<file path="src/rtl/alu_result_buffer.sv">
// Result buffer behind the 64-bit logic unit: captures {result, select, flags}
// through a valid/ready handshake, queues them, and presents them show-ahead.
module alu_result_buffer #(
  parameter int unsigned DEPTH = 4,
  parameter int unsigned CNT_W = 16
) (
  input  logic                    clk,
  input  logic                    rst_n,
  input  logic                    in_valid,
  output logic                    in_ready,
  input  logic [63:0]             in_res,
  input  logic [2:0]              in_sel,
  output logic                    out_valid,
  input  logic                    out_ready,
  output logic [63:0]             out_res,
  output logic [2:0]              out_sel,
  output logic                    out_zero,
  output logic                    out_ones,
  output logic                    out_parity,
  output logic [$clog2(DEPTH):0]  occupancy,
  output logic [CNT_W-1:0]        done_count
);

  localparam int unsigned AW = $clog2(DEPTH);
  localparam int unsigned OW = AW + 1;

  typedef struct packed {
    logic [63:0] res;
    logic [2:0]  sel;
    logic        zero;
    logic        ones;
    logic        parity;
  } entry_t;

  localparam entry_t RESET_HEAD = '{res: 64'h0, sel: 3'h0, zero: 1'b1, ones: 1'b0, parity: 1'b0};

  entry_t        mem [DEPTH];
  entry_t        head_q;
  entry_t        head_nxt;
  entry_t        new_entry;
  logic [AW-1:0] wr_ptr;
  logic [AW-1:0] rd_ptr;
  logic [AW-1:0] wr_ptr_nxt;
  logic [AW-1:0] rd_ptr_nxt;
  logic [OW-1:0] occ_nxt;
  logic          push_c;
  logic          pop_c;

  assign push_c = in_valid && in_ready;
  assign pop_c  = out_valid && out_ready;

  // Flags are computed once at capture and stored alongside the result.
  always_comb begin
    new_entry.res    = in_res;
    new_entry.sel    = in_sel;
    new_entry.zero   = ~|in_res;
    new_entry.ones   = &in_res;
    new_entry.parity = ^in_res;
  end

  // Next pointers, occupancy and the head entry to present next cycle.
  always_comb begin
    wr_ptr_nxt = wr_ptr;
    rd_ptr_nxt = rd_ptr;
    occ_nxt    = occupancy;
    head_nxt   = head_q;
    if (push_c) wr_ptr_nxt = wr_ptr + AW'(1);
    if (pop_c)  rd_ptr_nxt = rd_ptr + AW'(1);
    case ({push_c, pop_c})
      2'b10:   occ_nxt = occupancy + OW'(1);
      2'b01:   occ_nxt = occupancy - OW'(1);
      default: occ_nxt = occupancy;
    endcase
    // The slot being written this cycle becomes head only when it is the sole entry.
    if (occ_nxt != '0) begin
      if (push_c && (wr_ptr == rd_ptr_nxt)) head_nxt = new_entry;
      else                                   head_nxt = mem[rd_ptr_nxt];
    end
  end

  always_ff @(posedge clk or negedge rst_n) begin
    if (!rst_n) begin
      wr_ptr     <= '0;
      rd_ptr     <= '0;
      occupancy  <= '0;
      done_count <= '0;
      in_ready   <= 1'b0;
      out_valid  <= 1'b0;
      head_q     <= RESET_HEAD;
    end else begin
      wr_ptr     <= wr_ptr_nxt;
      rd_ptr     <= rd_ptr_nxt;
      occupancy  <= occ_nxt;
      in_ready   <= (occ_nxt != OW'(DEPTH));
      out_valid  <= (occ_nxt != '0);
      head_q     <= head_nxt;
      if (pop_c) done_count <= done_count + CNT_W'(1);
    end
  end

  // Storage array carries no reset; occupancy qualifies its contents.
  always_ff @(posedge clk) begin
    if (push_c) mem[wr_ptr] <= new_entry;
  end

  assign out_res    = head_q.res;
  assign out_sel    = head_q.sel;
  assign out_zero   = head_q.zero;
  assign out_ones   = head_q.ones;
  assign out_parity = head_q.parity;

endmodule

</file>
<file path="config.mk">
export PLATFORM = sky130hd
export DESIGN_NAME = alu_result_buffer
export DESIGN_NICKNAME = d
export VERILOG_FILES = /design/src/rtl/alu_result_buffer.sv
export SDC_FILE = /design/constraint.sdc
export NUM_CORES = 1
export LEC_CHECK = 0
export ABC_CLOCK_PERIOD_IN_PS = 6200
export BUFFER_PORTS_ARGS = -buffer_cell sky130_fd_sc_hd__buf_2
export CAP_MARGIN = 0
export CORE_ASPECT_RATIO = 0.6
export CORE_UTILIZATION = 30
export DETAILED_ROUTE_END_ITERATION = 6
export GPL_ROUTABILITY_DRIVEN = 0
export SYNTH_ARGS = -nofsm -noshare
export SYNTH_HDL_FRONTEND = slang
export SYNTH_SLANG_ARGS = --single-unit
export TNS_END_PERCENT = 50
</file>
<file path="constraint.sdc">
create_clock -name clk -period 6.2 [get_ports clk]
set_input_delay 0.31 -clock clk [delete_from_list [all_inputs] [get_ports clk]]
set_output_delay 0.31 -clock clk [all_outputs]
set_load 0.02 [all_outputs]
</file>
# Word level (Yosys, flattened, before mapping)
# Memories as Yosys holds them, arrays and structs flattened. A register that Yosys moved wholly into a read port is not among the register bits.
# Index checks and enable logic that the tools add are counted.
[op_classes]
n_addsub = 5
mul = 0
div_mod_pow = 0
magnitude_cmp = 0
n_eq_ne = 3
n_shift = 0
n_mux = 4
n_bitwise = 0
n_reduce_logical = 8
[op_table]
columns = ["op", "n"]
rows = [
  ["64-bit AND reduction", 1],
  ["64-bit OR reduction", 1],
  ["64-bit parity", 1],
  ["16-bit by 1-bit adder with 16-bit output, second input constant", 1],
  ["3-bit case mux with 2 select lines", 1],
  ["2-bit by 1-bit adder with 2-bit output, second input constant", 2],
  ["3-bit by 1-bit adder with 3-bit output, second input constant", 1],
  ["3-bit inequality test, second input constant", 1],
  ["3-bit nonzero test", 1],
  ["3-bit by 1-bit subtractor with 3-bit output, second input constant", 1],
  ["2-bit by 1-bit equality test with 1-bit output, second input constant", 1],
  ["2-bit equality test, second input constant", 1],
  ["1-bit logical AND", 2],
  ["1-bit logical NOT", 2],
  ["1-bit two-way mux", 2],
  ["2-bit two-way mux", 1],
]
[word_totals]
reg_bits = 25
latchBits = 0
ramBits = 280
rom_bits = 0
in_bits = 71
output_inout_bits = 91
n_memories = 1
[mem_list]
columns = ["name", "words", "width", "read_ports", "rd_ports_with_merged_regs", "wr", "line", "source"]
rows = [
  ["mem", 4, 70, 1, 1, 1, "37", "entry_t mem [DEPTH];"],
]

# Depth between registers and ports, before layout
[depth]
ltp_word = 4
depth_mapped = 15
mapped_depth_nobuf = 11

# Least setup slack after synthesis
# Ideal clock, no wire load.
[synth_timing]
path_type = "register to register"
from = "register wr_ptr[1]"
to = "memory mem[1][0] in the netlist's numbering (enable)"
t_arrival_ns = 2.530
required_time_ns = 5.764
path_slack_ns = 3.234
stages_incl_launch_ff = 5
n_path_buf = 1
cell_sequence = "dfrtp_1 -> clkbuf_1 -> clkinv_1 -> ha_1 -> and3_1"
[synth_lines]
columns = ["item", "line", "source"]
rows = [
  ["start: declaration", "41", "logic [AW-1:0] wr_ptr;"],
  ["start signal: assignment", "91", "wr_ptr <= wr_ptr_nxt;"],
  ["end: declaration", "37", ""],
]
# No word-level cell before the write port.

# Worst setup path after layout
[layout_timing]
from = "register in_ready"
to = "register out_sel[0] (netlist name)"
[layout_via]
elab_chain_cells = 4
word_cells_on_any_way = 5
[layout_rtl]
columns = ["item", "line", "source"]
rows = [
  ["start: declaration", "10", "output logic in_ready,"],
  ["start signal: assignment", "94", "in_ready <= (occ_nxt != OW'(DEPTH));"],
  ["1-bit logical AND *", "49", "assign push_c = in_valid && in_ready;"],
  ["2-bit by 1-bit equality test with 1-bit output / 2-bit equality test (equally long branches)", "69", "case ({push_c, pop_c})"],
  ["3-bit case mux with 2 select lines *", "69", ""],
  ["named net occ_nxt[2]", "45", "logic [OW-1:0] occ_nxt;"],
  ["3-bit nonzero test *", "75", "if (occ_nxt != '0) begin"],
]
# The timed path passes the listed nets; every way through them passes the cells marked *.
# A chain may end at the register's enable or synchronous reset.

==> run summary <==
The run gives 67 as the site row count. Global router's overall resource usage: 0.169. The synthesized net count is 1635.

The period utilization was 0.626; the clock sink total was 375. Summed over all instances, the cell type with the most area after synthesis is sky130_fd_sc_hd__edfxtp_1. For the final routed database, the setup TNS stands at 0 ns.

The aggregate routed wire length is 49300 um, and the share of post-route cells with drive strength above 1 is 0.159. At the pin with the least slew margin, the transition time is 1.06 ns. The relative max-transition margin is 0.294.

The total power divided by cell area works out to 529 nW/um^2. The most frequently used flop master after synthesis is sky130_fd_sc_hd__edfxtp_1. STA puts the critical path data arrival time at 4.27 ns. The async set or reset register ratio after synthesis came out at 0.253.

Clock tree synthesis inserted a total of 40 buffers. After detailed routing, the number of remaining DRC violations is 0. Summed over all nets, the switching power comes to 4.38 mW. The die covers 57700 um^2. For the number of setup violations in the final report, the log shows 0. The average instance area after synthesis is 11.4 um^2.

Entering global routing, the biggest net connects 84 pins. Dividing the detail-routed via count by the number of cells gives 4.98. Counting along the longest clock path gives a buffer depth of 3. The wire length of the first global-routing pass was 74200 um. The sequential cell area fraction in the yosys report was 0.634; the placeable core area was 55900 um^2. The cell area that synthesis handed to floorplanning was 17000 um^2. In this run the worst setup path begins at in_ready.

The net count of the finished layout is 1794. Maximum fanout along the worst path: 80. For this run, the top clock speed supported by timing is 258 MHz. For the worst-skew pair, the clock arrives at the later sink with an insertion delay of 0.57 ns.

The total overflow left after global routing is 0. The first routing iteration left 928 violations. CTS placed an instance of sky130_fd_sc_hd__clkbuf_16 at the clock tree root. The number of setup buffers added after CTS is 0. The analysis attributes to cell leakage a power of 7.87 nW. Detailed routing placed a total of 21700 um of wire on met2.

The final number of hold-violating endpoints was 0. Yosys printed 0 warnings. Dividing the detail-routed wire length by the instance count gives 20.1 um. For the count of different cell masters after synthesis, the log shows 47. Together, buffers and inverters on the worst path number 2.

For the worst setup path, the data required time is 6.59 ns. The final route contains 12194 vias. The class of the tightest hold or removal check was input pin to flip-flop. For the initial core utilization, the log shows 0.304. The flow ran to the end, and the final reports show no timing, DRC or antenna violations.

The part of the total power dissipated in the clock network was 0.230; the number of levels the H-tree was split into was 2. After detailed routing, the wire length on met1 is 22400 um. The worst setup path is captured at a flip-flop.

Total power for the finished layout comes to 10.6 mW. Walking the worst path, the cells encountered are and2_1 > inv_2 > ha_1 > fa_1 > xnor2_1 > nor2_1 > xor2_1 > nor2b_4 > buf_4 > o41ai_1. The start of the worst register-to-register path is in_ready. The first TritonRoute pass finished after 5 iterations. The tools report the HPWL after detailed placement as 29900 um. Setup repair after global routing left no endpoint under its margin. 162 I/O pins were placed.

In this run the tool buffered the top-level ports with 161 buffer cells. The run gives 0 as the count of pins over their slew limit. The tools report the cell internal power dissipation as 6.27 mW.

Broken down by cell family, the worst path's largest delay share belongs to simple AND/OR/NAND/NOR gates. Clock skew on the completed layout was measured at 0.0402 ns. In this run the horizontal extent of the chip is 309 um. The area growth from synthesis to layout is 18.3%. For the remaining antenna violation count, the log shows 0.

The portion of synthesized cell area occupied by the leading cell type came out at 0.494. IR analysis of the VDD net gives a maximum drop of 306 uV. The clock transition time at the flip-flop clock pins of the worst setup and hold paths works out to 0.06 ns. The kind of critical path was flip-flop to flip-flop. The number of fill cells in the layout came out at 5428. Origin of the worst min-delay path: in_res[47].

Gates resized during post-CTS repair numbered 0. The run gives 0.352 as the sequential share of power. Critical path startpoint category: a flip-flop. Yosys mapped a number of flops with a built-in enable equal to 280. The worst path in the final design needs a cycle of 3.88 ns, including I/O delays and setup. The number of antenna violations at the first check in global routing is 16. On the critical path, the stage with the largest delay is an instance of sky130_fd_sc_hd__buf_4. The number of synthesized register bits came out at 375. TritonCTS built the clock tree. In this run the vertical extent of the chip is 186 um.

The synthesized instance count is 1493, and the largest incremental delay on the critical path is 0.81 ns. Met3 wirelength from detailed routing: 4220 um. The highest layer used for signal routing is met5. The run gives 11679 as the number of global-route vias before repair. The part of the total power dissipated in combinational logic is 0.419. Ranked by total cell area, the synthesized netlist is headed by sky130_fd_sc_hd__edfxtp_1 (49%), sky130_fd_sc_hd__dfrtp_1 (14%), sky130_fd_sc_hd__nand2_1 (9.9%). The tool flagged a number of max-cap violations equal to 0. The switching power as a share of total power is 0.412.
==> synthesized netlist by cell type (2+ instances only) <==
cell and instances:
sky130_fd_sc_hd__nand2_1 451, sky130_fd_sc_hd__edfxtp_1 280, sky130_fd_sc_hd__nand3_1 141, sky130_fd_sc_hd__dfrtp_1 94, sky130_fd_sc_hd__ha_1 70, sky130_fd_sc_hd__inv_1 67
sky130_fd_sc_hd__xnor2_1 45, sky130_fd_sc_hd__a21oi_1 41, sky130_fd_sc_hd__buf_2 40, sky130_fd_sc_hd__o31ai_1 33, sky130_fd_sc_hd__a31oi_1 32, sky130_fd_sc_hd__a32oi_1 32
sky130_fd_sc_hd__o2111ai_1 32, sky130_fd_sc_hd__clkbuf_1 31, sky130_fd_sc_hd__nand4_1 19, sky130_fd_sc_hd__buf_4 9, sky130_fd_sc_hd__nor2_1 8, sky130_fd_sc_hd__and3_1 6
sky130_fd_sc_hd__nand2b_1 6, sky130_fd_sc_hd__xor2_1 6, sky130_fd_sc_hd__inv_2 5, sky130_fd_sc_hd__buf_1 4, sky130_fd_sc_hd__mux2_2 4, sky130_fd_sc_hd__mux2i_1 4
sky130_fd_sc_hd__nor4_1 4, sky130_fd_sc_hd__a31oi_2 2, sky130_fd_sc_hd__and2_1 2, sky130_fd_sc_hd__nor3_4 2, sky130_fd_sc_hd__o22a_1 2, sky130_fd_sc_hd__o22ai_1 2
sky130_fd_sc_hd__o41ai_2 2, sky130_fd_sc_hd__xor2_2 2
==> cells in the final DEF (no fill, tap or decap), drive strengths merged, types with 2 or more instances in the layout <==
cell type	n
nand2	452
edfxtp	280
buf	180
nand3	141
dfrtp	94
inv	72
ha	70
clkbuf	55
xnor2	46
a21oi	41
a31oi	34
o31ai	33
o2111ai	32
a32oi	32
dlygate4sd3	21
nand4	19
clkinv	15
nor2	9
xor2	8
diode	6
nand2b	6
and3	6
nor4	4
mux2	4
mux2i	4
bufinv	4
o41ai	3
nor3	2
o22ai	2
o22a	2
and2	2
o21ai	2
==> per-stage QoR <==
| step | setup slack (ns) | area [um^2] | utilization | hold WS [ns] | cells |
|---|---|---|---|---|---|
| after floorplan | 3.23 | 17000 | - | 0.0144 | 1493 |
| after CTS | 2.33 | 20100 | 0.360 | 0.000242 | 2443 |
| after global placement | 2.37 | 18500 | 0.332 | 0.413 | 2348 |
| final | 2.32 | 20100 | 0.360 | 0.0213 | 2449 |
| after detailed placement | 2.29 | 18500 | 0.332 | 0.425 | 2348 |
| after global routing | 2.06 | 20100 | 0.360 | 0.00991 | 2446 |
==> registers in the layout, indices dropped and copies added (netlist names) <==
| signal | flops |
|---|---|
| occupancy | 3 |
| in_ready | 1 |
| out_parity | 1 |
| wr_ptr | 2 |
| done_count | 16 |
| out_zero | 1 |
| out_sel | 3 |
| out_ones | 1 |
| mem | 280 |
| out_res | 64 |
| out_valid | 1 |
| rd_ptr | 2 |
==> what timing repair did <==
item	4_1_cts	5_1_grt
endpoints found under the setup margin	0	0
endpoints found under the hold margin	119	0
hold buffers	21	0
==> cell type report <==
type	instances	area, um^2	area share
sequential	375	10800	0.536
multi-input combinational	961	5590	0.278
timing repair buffer	201	1160	0.0577
clock buffer	55	1110	0.0550
tap	759	950	0.0472
inverter	73	275	0.0137
clock inverter	19	244	0.0121
antenna	6	15.0	0.000746
==> routing by layer <==
| metal | up-vias | global-route usage |
|---|---|---|
| met5 | - | 0 |
| met4 | 16 | 0.0394 |
| met3 | 83 | 0.0478 |
| met2 | 418 | 0.252 |
| met1 | 6052 | 0.241 |
| li1 | 5625 | - |
==> logic make-up after synthesis <==
logic type               share of synthesized area
XOR/XNOR                                    0.0291
multiplexers                               0.00500
buffers and inverters                       0.0396
AO/OA/AOI/OAI                               0.0793
AND/OR/NAND/NOR                              0.161
adder cells (fa/ha/maj)                     0.0526
flip-flops                                   0.634
==> final timing paths <==
| check | end | slack, ns | cells past startpoint |
|---|---|---|---|
| min reg2reg | out_res[18] | 0.47 | 2 |
| min | mem[2][53] | 0.02 | 1 |
| max in group asynchronous | out_res[30] | 4.48 | 3 |
| min in group asynchronous | done_count[14] | 0.37 | 2 |
| max | out_sel[0] | 2.32 | 10 |
| max reg2reg | out_sel[0] | 2.32 | 10 |
==> power by group through the flow <==
stage                     combinational (mW)  clock, mW  sequential (mW)
after detailed placement                4.48          0             3.80
after floorplan                         2.78          0             4.04
final                                   4.46       2.44             3.74
after CTS                               4.50       2.49             3.75
after global routing                    4.91       2.59             3.80
after global placement                  4.36          0             3.78
==> worst register-to-register path, stage by stage, from the launching register on <==
cell                      delay (ns)
sky130_fd_sc_hd__dfrtp_1        0.40
sky130_fd_sc_hd__and2_1         0.30
sky130_fd_sc_hd__inv_2          0.15
sky130_fd_sc_hd__ha_1           0.27
sky130_fd_sc_hd__fa_1           0.38
sky130_fd_sc_hd__xnor2_1        0.16
sky130_fd_sc_hd__nor2_1         0.06
sky130_fd_sc_hd__xor2_1         0.20
sky130_fd_sc_hd__nor2b_4        0.68
sky130_fd_sc_hd__buf_4          0.83
sky130_fd_sc_hd__o41ai_1        0.31
Power figures use the tool's default switching activity.
